<file path="src/rtl/bw_multiplier_signed.sv">
// Signed Baugh-Wooley multiplier with a registered 2*numBit product.
// Define BW_MULT_IN_REG_EN to add operand input registers (2-cycle latency).
module bw_multiplier_signed #(
    parameter int numBit = 8
) (
    input  logic                clk,
    input  logic                rst,
    input  logic [numBit-1:0]   m_in,
    input  logic [numBit-1:0]   n_in,
    output logic [2*numBit-1:0] o_out
);

    localparam int W = 2 * numBit;

    logic [numBit-1:0] m_op;
    logic [numBit-1:0] n_op;
    logic [W-1:0]      product;

`ifdef BW_MULT_IN_REG_EN
    always_ff @(posedge clk) begin
        if (rst) begin
            m_op <= '0;
            n_op <= '0;
        end else begin
            m_op <= m_in;
            n_op <= n_in;
        end
    end
`else
    assign m_op = m_in;
    assign n_op = n_in;
`endif

    // Rows are folded into a sum/carry pair with full adders; a ripple
    // adder resolves the pair. Carries above bit W-1 fall off the top.
    function automatic logic [W-1:0] bw_product(
        input logic [numBit-1:0] m,
        input logic [numBit-1:0] n
    );
        logic [W-1:0] row;
        logic [W-1:0] s;
        logic [W-1:0] c;
        logic [W-1:0] s_n;
        logic [W-1:0] c_n;
        logic [W-1:0] res;
        logic         cy;
        s = '0;
        c = '0;
        for (int i = 0; i < numBit; i++) begin
            row = '0;
            for (int j = 0; j < numBit; j++) begin
                if ((i == numBit - 1) != (j == numBit - 1))
                    row[i + j] = ~(m[j] & n[i]);
                else
                    row[i + j] = m[j] & n[i];
            end
            s_n = s ^ c ^ row;
            c_n = ((s & c) | (s & row) | (c & row)) << 1;
            s   = s_n;
            c   = c_n;
        end
        row            = '0;
        row[numBit]    = 1'b1;
        row[W - 1]     = 1'b1;
        s_n = s ^ c ^ row;
        c_n = ((s & c) | (s & row) | (c & row)) << 1;
        res = '0;
        cy  = 1'b0;
        for (int b = 0; b < W; b++) begin
            res[b] = s_n[b] ^ c_n[b] ^ cy;
            cy     = (s_n[b] & c_n[b]) | (s_n[b] & cy) | (c_n[b] & cy);
        end
        return res;
    endfunction

    always_comb begin
        product = bw_product(m_op, n_op);
    end

    always_ff @(posedge clk) begin
        if (rst)
            o_out <= '0;
        else
            o_out <= product;
    end

endmodule

</file>
<file path="config.mk">
export PLATFORM = sky130hd
export DESIGN_NAME = bw_multiplier_signed
export DESIGN_NICKNAME = d
export VERILOG_FILES = /design/src/rtl/bw_multiplier_signed.sv
export SDC_FILE = /design/constraint.sdc
export NUM_CORES = 1
export LEC_CHECK = 0
export ABC_CLOCK_PERIOD_IN_PS = 7700
export CAP_MARGIN = 5
export CORE_MARGIN = 1.5
export CORE_UTILIZATION = 49
export CTS_CLUSTER_SIZE = 28
export DETAILED_ROUTE_END_ITERATION = 8
export MAX_ROUTING_LAYER = met4
export PLACE_DENSITY = 0.76
export SLEW_MARGIN = 40
export SYNTH_ARGS = -nofsm -noshare
export SYNTH_HDL_FRONTEND = slang
export SYNTH_SLANG_ARGS = --single-unit
</file>
<file path="constraint.sdc">
create_clock -name clk -period 7.7 [get_ports clk]
set_clock_uncertainty 0.15 [all_clocks]
set_input_delay 1.155 -clock clk [delete_from_list [all_inputs] [get_ports clk]]
set_output_delay 1.155 -clock clk [all_outputs]
set_load 0.01 [all_outputs]
</file>
; Word-level counts from Yosys, hierarchy flattened
; Cells that the tools add are included.
[classes]
bitwise_logic = 222
[ops]
columns = operator, n
row1 = AND 1 bit, 104
row2 = AND 14 x 15 -> 15 bit, 2
row3 = AND 15 bit, 2
row4 = OR 15 bit, 2
row5 = OR 15 x 9 -> 15 bit, 2
row6 = XOR 1 bit, 29
row7 = AND 13 x 14 -> 14 bit, 2
row8 = OR 14 bit, 2
row9 = AND 12 x 13 -> 13 bit, 2
row10 = OR 1 bit, 26
row11 = OR 13 bit, 2
row12 = AND 11 x 12 -> 12 bit, 2
row13 = OR 12 bit, 2
row14 = AND 10 x 11 -> 11 bit, 2
row15 = OR 11 bit, 2
row16 = AND 9 x 10 -> 10 bit, 2
row17 = OR 10 bit, 2
row18 = XOR 15 x 16 -> 16 bit, 1
row19 = XOR 14 x 15 -> 15 bit, 1
row20 = XOR 15 bit, 1
row21 = AND 14 bit, 1
row22 = NOT 1 bit, 14
row23 = XOR 13 x 14 -> 14 bit, 1
row24 = XOR 14 bit, 1
row25 = other kinds (15), 15
[word_totals]
reg_bits = 16
in_bits = 18
out_inout_bits = 16
elab_cells = 223

; Logic depth before layout (Yosys ltp)
; Gate-level depths: netlist (run 1).
[depth]
depth_word = 65
depth_mapped = 24
ltp_nobuf = 24

; Least setup slack after synthesis (run 1)
; Ideal clock, no wire load.
[synth_path]
path_type = input -> register
startpoint = input m_in[6]
endpoint = register o_out[15]
setup_time_ns = 0.115
arrival_ns = 7.258
required_ns = 7.435
setup_slack_ns = 0.177
path_stages = 22
n_path_buf = 0
cell_sequence = and2_1 > ha_1 > inv_1 > fa_1 > inv_1 > fa_1 > fa_1 > fa_1 > inv_1 > fa_1 > inv_1 > fa_1 > ha_1 > ha_1 > inv_1 > fa_1 > fa_1 > fa_1 > fa_1 > fa_1 > xnor2_1 > nor2_1
[synth_between]
elab_chain_len = 43
word_cells_on_any_way = 104
cone_classes = bitwise: 104
[synth_lines]
columns = item, line_no
row1 = start: declaration, 8  ; input logic [numBit-1:0] m_in,
row2 = AND 1 bit, 55  ; row[i + j] = m[j] & n[i];
row3 = XOR 8 x 9 -> 9 bit, 57  ; s_n = s ^ c ^ row;
row4 = XOR 9 x 10 -> 10 bit, 57
row5 = XOR 10 bit, 57
row6 = XOR 10 x 11 -> 11 bit, 57
row7 = XOR 11 bit, 57
row8 = XOR 11 x 12 -> 12 bit, 57
row9 = XOR 12 bit, 57
row10 = (+23 left out), n/a
row11 = OR 1 bit (2 in a row), 71  ; cy = (s_n[b] & c_n[b]) | (s_n[b] & cy) | (c_n[b] & cy);
row12 = AND 1 bit, 71
row13 = OR 1 bit (2 in a row), 71
row14 = AND 1 bit, 71
row15 = OR 1 bit (2 in a row), 71
row16 = AND 1 bit, 71
row17 = OR 1 bit (2 in a row), 71
row18 = XOR 1 bit (*), 70  ; res[b] = s_n[b] ^ c_n[b] ^ cy;
row19 = end signal: assignment, 84  ; o_out <= product;
row20 = end: declaration, 10  ; output logic [2*numBit-1:0] o_out
; Mark *: on every way between the ends. The rest lies on a longest branch, timed or not.
; A chain may end at the register's enable or synchronous reset.

; Worst setup path in the final report (run 1)
[layout_path]
startpoint = input m_in[7]
endpoint = register o_out[15]
[layout_between]
elab_chain_len = 41
word_cells_on_any_way = 105
cone_classes = bitwise: 105
[layout_lines]
columns = item, line_no
row1 = AND 1 bit, n/a
row2 = NOT 1 bit, 53  ; row[i + j] = ~(m[j] & n[i]);
row3 = XOR 8 x 9 -> 9 bit, 57
row4 = XOR 9 x 10 -> 10 bit, 57
row5 = XOR 10 bit, 57
row6 = XOR 10 x 11 -> 11 bit, 57
row7 = XOR 11 bit, 57
row8 = XOR 11 x 12 -> 12 bit, 57
row9 = (+21 left out), n/a
row10 = OR 1 bit (2 in a row), 71
row11 = AND 1 bit, 71
row12 = OR 1 bit (2 in a row), 71
row13 = AND 1 bit, 71
row14 = OR 1 bit (2 in a row), 71
row15 = AND 1 bit, 71
row16 = OR 1 bit (2 in a row), 71
row17 = XOR 1 bit (*), 70
; Marked as above.

==> metrics, run 1 <==
Max stage delay on crit path=0.54 ns; #FFs+latches synth=16; Synth async-reset ratio=0; Post-route DRC=0; Fin. Hold Viols=0; first drt pass iteration count=4; Final HPWL DP=2.87 mm; worst path required time=7.67 ns; clk buf depth=2; htree depth=1; Hold Crit Class=input pin to flip-flop; Worst-Margin Slew=0.574 ns; Netlist cell types=10; P_leak=1.28 nW; max FFs per register=16; slowest CP cell=fa_2; Final Slew Violations=0; Tot GR Track Use=0.177; final instance area=2630 sq um; WL final=3.19 mm; placed cell areas=2550 sq um; sequential area share after synthesis=0.152; synthesized cell area=2100 sq um; DR iter-0 viols=41; Post-CTS Setup Bufs=0; CTS Sinks=16; largest registers=o_out: 16 flops; outcome=finished clean; Via density=4.62; initial antenna violation count=0; Syn Nets=301; synth cell count leaders=inv_1 (61), fa_1 (47), and2_1 (39); synth top area cells=fa_1 (45%), dfxtp_1 (15%), and2_1 (12%), inv_1 (11%), ha_1 (8.9%); synth warn=0; critical path, cell by cell=clkdlybuf4s50_1 > nand2_1 > ha_1 > inv_1 > fa_1 > inv_1 > fa_1 > fa_2 > fa_1 > fa_1 > inv_1 > fa_1 > ha_1 > inv_1 > ha_1 > inv_1 > fa_2 > fa_2 > fa_2 > fa_2 > fa_1 > xnor2_1 > nor2_1; # diodes=0; vias in the first global route=1408; CP delay by family, top=adder cells; Syn-to-layout area delta=24.9%; max-cap viol count=0; die width=68.5 um; final period utilization=0.967; top-count cell post-synth=inv_1; largest net degree at the start of global routing=17; clock-pin slew on the worst setup and hold paths=0.06 ns; Synth area leader=fa_1; clock root cell=clkbuf_8; RSZ-0062 raised after global routing=no; VDD IR max=229 uV; Crit. End Element=flip-flop; slew margin rel.=0.616; Post-Synthesis Cells=221; Max Freq=0.134 GHz; post-route ant nets=0; CTS Buf Count=3; final net count=347; power density over the cells=275 nW/um^2; Final setup viols=0; Worst EP arrival=7.42 ns; # rows=23; CP Launch Type=input pin; IO Count=34; CP Class=input pin to flip-flop; most frequent CP cell=fa_1; first-pass GRT wire length=5.95 mm; WL/cell=10.1 um; largest reg by FF count=o_out; Post-synth EDFFs=0; Initial Utilization=0.518; Hold-fix buffers, CTS=0; Vias=1461; Synth Area per Inst=9.52 sq um; PortBufs=33; final RePlAce weighted congestion=0.771; final hold slack=1.19 ns; TritonCTS clock tree=built; dominant synthesized flop cell=dfxtp_1; Remaining Overflow, GRT=0; post-synth top area share=0.447; minimum clock period after layout=7.45 ns; CP max FO=2; Die ar.=4690 sq um; sum of buffers and inverters on the critical path=6; core area=4060 sq um; fraction of layout cells with a size suffix above 1=0.0714; die height=68.5 um
==> per-layer routing <==
metal  share of wire  vias up  track usage
met2            0.50       29        0.280
li1                -      706            -
met4           0.018        0       0.0675
met5               0        -            -
met3           0.038        5       0.0292
met1            0.44      721        0.229
==> final timing paths <==
path    start              endpoint  cells past startpoint
max   m_in[7]  o_out[15]$_SDFF_PP0_                     23
min   n_in[0]   o_out[0]$_SDFF_PP0_                      4
==> per-stage QoR <==
stage                     setup WS, ns  power [mW]  setup TNS (ns)   util  cells
after floorplan                  0.177       0.498               0      -    221
after global placement          -0.508       0.631          -0.966  0.629    312
after detailed placement        -0.633       0.645           -1.30  0.629    312
after CTS                       0.0383       0.742               0  0.646    316
after global routing           0.00501       0.849               0  0.647    316
final                            0.255       0.721               0  0.647    316
==> area by class of cell <==
cell class,instances,area [sq um]
Multi-Input combinational cell,143,1560
Fill cell,343,1430
Timing Repair Buffer,42,402
Sequential cell,16,320
Inverter,61,229
Tap cell,50,62.6
Clock buffer,4,55.1
==> where the power goes <==
group          leakage, nW  internal (mW)  switching [mW]
Sequential           0.133          0.116         0.00719
Combinational         1.12          0.264           0.260
Clock               0.0288         0.0454          0.0284
==> what timing repair did <==
action                                  CTS  global route
pin swaps                                 0             3
resized for setup                         7             2
endpoints found under the setup margin    2             2
==> kinds of logic after synthesis <==
kind of cell / share of synthesized area
xor gates and xnor gates: 0.00416
buffers and inverters: 0.114
and+or+nand+nor: 0.193
adders and majority gates: 0.537
DFF: 0.152
==> placed cells by master, fill, tap and decap left out <==
| cell type | Yosys | layout |
|---|---|---|
| fa_1 | 47 | 41 |
| xnor2_1 | 1 | 1 |
| nand2_1 | 25 | 25 |
| clkbuf_8 | 0 | 4 |
| inv_1 | 61 | 61 |
| dlygate4sd2_1 | 0 | 1 |
| fa_2 | 0 | 6 |
| nor2b_1 | 3 | 3 |
| buf_4 | 0 | 9 |
| dlymetal6s2s_1 | 0 | 2 |
| clkdlybuf4s50_1 | 0 | 30 |
| nor2_1 | 13 | 13 |
| dfxtp_1 | 16 | 16 |
| ha_1 | 15 | 15 |
| and2_1 | 39 | 39 |
Note: power is estimated with default switching activity, not from simulation.
==> inputs of run 2 (changes only) <==
CORE_UTILIZATION = 40   (was 49)
PLACE_DENSITY = 0.64   (was 0.76)
==> run 2 against run 1 <==
  * Die area up 21%
  * Combinational power is 4% higher
  * Via count fell by 0.41%
  * Largest cell class unchanged
  * Routed wire length rose by 2.8%
==> metrics, run 2 (synthesis results as in run 1) <==
IO Count=34 (unchanged); Via density=4.33 (was 4.62); DR iter-0 viols=9 (was 41); VDD IR max=211 uV (was 229 uV); first drt pass iteration count=3 (was 4); initial antenna violation count=0 (unchanged); minimum clock period after layout=7.48 ns (was 7.45 ns); largest registers=o_out: 16 flops (unchanged); Fin Setup TNS=0 ns (unchanged); slew margin rel.=0.626 (was 0.616); commonest non-fill, non-tap cell in the layout=inv_1 (unchanged); CTS Buf Count=3 (unchanged); RSZ-0062 raised after global routing=no (unchanged); Worst EP arrival=7.45 ns (was 7.42 ns); Vias=1455 (was 1461); # diodes=0 (unchanged); final RePlAce weighted congestion=0.757 (was 0.771); vias in the first global route=1354 (was 1408); Syn-to-layout area delta=27.4% (was 24.9%); WL/cell=9.77 um (was 10.1 um); Final setup viols=0 (unchanged); largest net degree at the start of global routing=17 (unchanged); Tot GR Track Use=0.132 (was 0.177); die width=75.5 um (was 68.5 um); most frequent cells in the layout=inv_1 (59), and2_1 (39), fa_1 (35) (was inv_1 (61), fa_1 (41), and2_1 (39)); Die ar.=5700 sq um (was 4690 sq um); met3 Usage GRT=0.0172 (was 0.0292); P_sw=0.301 mW (was 0.296 mW); TritonCTS clock tree=built (unchanged); Worst-Margin Slew=0.559 ns (was 0.574 ns); gr busiest metal=met2 (unchanged); # rows=26 (was 23); final hold slack=1.20 ns (was 1.19 ns); CP max FO=3 (was 2); CTS Sinks=16 (unchanged); met2 usage=0.221 (was 0.280); final net count=347 (unchanged); die height=75.5 um (was 68.5 um); htree depth=1 (unchanged); Clk pwr share=0.098 (was 0.102); Initial Utilization=0.414 (was 0.518); largest reg by FF count=o_out (unchanged); Crit. End Element=flip-flop (unchanged); grt met1 use=0.170 (was 0.229); Sw Share=0.408 (was 0.410); core area=5070 sq um (was 4060 sq um); Post-route DRC=0 (unchanged); P_leak=1.30 nW (was 1.28 nW); fraction of layout cells with a size suffix above 1=0.105 (was 0.0714); Remaining Overflow, GRT=0 (unchanged); CP Launch Type=input pin (unchanged); first-pass GRT wire length=5.64 mm (was 5.95 mm); max FFs per register=16 (unchanged); Sequential Power Share=0.166 (was 0.171); clk buf depth=2 (unchanged); Fin. Hold Viols=0 (unchanged); Max Freq=0.134 GHz (about the same); Final Slew Violations=0 (unchanged); Logic pwr share=0.736 (was 0.727); max-cap viol count=0 (unchanged); Hold Crit Class=input pin to flip-flop (unchanged); CP Class=input pin to flip-flop (unchanged); Final HPWL DP=3.01 mm (was 2.87 mm); internal power=0.437 mW (was 0.425 mW); post-route ant nets=0 (unchanged); WL final=3.28 mm (was 3.19 mm); PortBufs=33 (unchanged); final period utilization=0.972 (was 0.967); power density over the cells=276 nW/um^2 (was 275 nW/um^2); clock-pin slew on the worst setup and hold paths=0.06 ns (about the same); clock root cell=clkbuf_8 (unchanged); outcome=finished clean (unchanged); worst path required time=7.67 ns (about the same)
## run 2: power groups by stage
stage,Clock [mW],Combinational [mW],Sequential [mW]
after CTS,0.0751,0.549,0.123
after detailed placement,0,0.523,0.125
after global placement,0,0.514,0.124
after global routing,0.0798,0.636,0.125
final,0.0724,0.543,0.123
after floorplan,0,0.360,0.139
## run 2: worst paths after layout
kind | depth (start not counted) | endpoint | start
worst max-delay path | 22 | o_out[14]$_SDFF_PP0_ | m_in[5]
worst min-delay path | 4 | o_out[0]$_SDFF_PP0_ | n_in[0]
## run 2: final cells by class
type                    count  area [sq um]
fillers                   497          2400
multi-input cells         143          1580
repair buffers             42           407
flip-flops and latches     16           320
inverters                  61           229
well taps                  70          87.6
clock buffers               4          55.1
## run 2: metal layers
layer / share of wire / vias to the layer above / routed length [um]
li1: - / 705 / -
met5: 0 / - / 0
met4: 0.0094 / 0 / 31
met2: 0.51 / 26 / 1660
met3: 0.034 / 5 / 111
met1: 0.45 / 719 / 1480
## run 2: metrics by stage
step / setup slack [ns] / total power [mW] / util / cells / instance area, sq um
finish: 0.219 / 0.738 / 0.528 / 336 / 2680
global route: 0.0604 / 0.841 / 0.528 / 336 / 2680
CTS: 0.0202 / 0.748 / 0.522 / 336 / 2650
detailed placement: -0.608 / 0.648 / 0.508 / 332 / 2580
global placement: -0.518 / 0.639 / 0.508 / 332 / 2580
floorplan: 0.177 / 0.498 / - / 221 / 2100
## run 2: critical path, stage by stage
cell	delay, ns
clkdlybuf4s50_1	0.44
and2_1	0.17
ha_1	0.28
inv_1	0.05
fa_1	0.37
inv_2	0.07
fa_2	0.44
fa_2	0.37
fa_1	0.50
inv_1	0.05
fa_1	0.53
fa_1	0.42
ha_1	0.19
inv_1	0.06
ha_1	0.14
inv_1	0.06
fa_2	0.39
fa_2	0.40
fa_2	0.39
fa_2	0.36
fa_2	0.57
nor2_1	0.04
## run 2: repair_timing
action                     CTS  global route
resized for setup            8            12
hold buffers                 0             0
setup endpoints to repair    2             2
setup buffers                0             0
pin swaps                    0             5
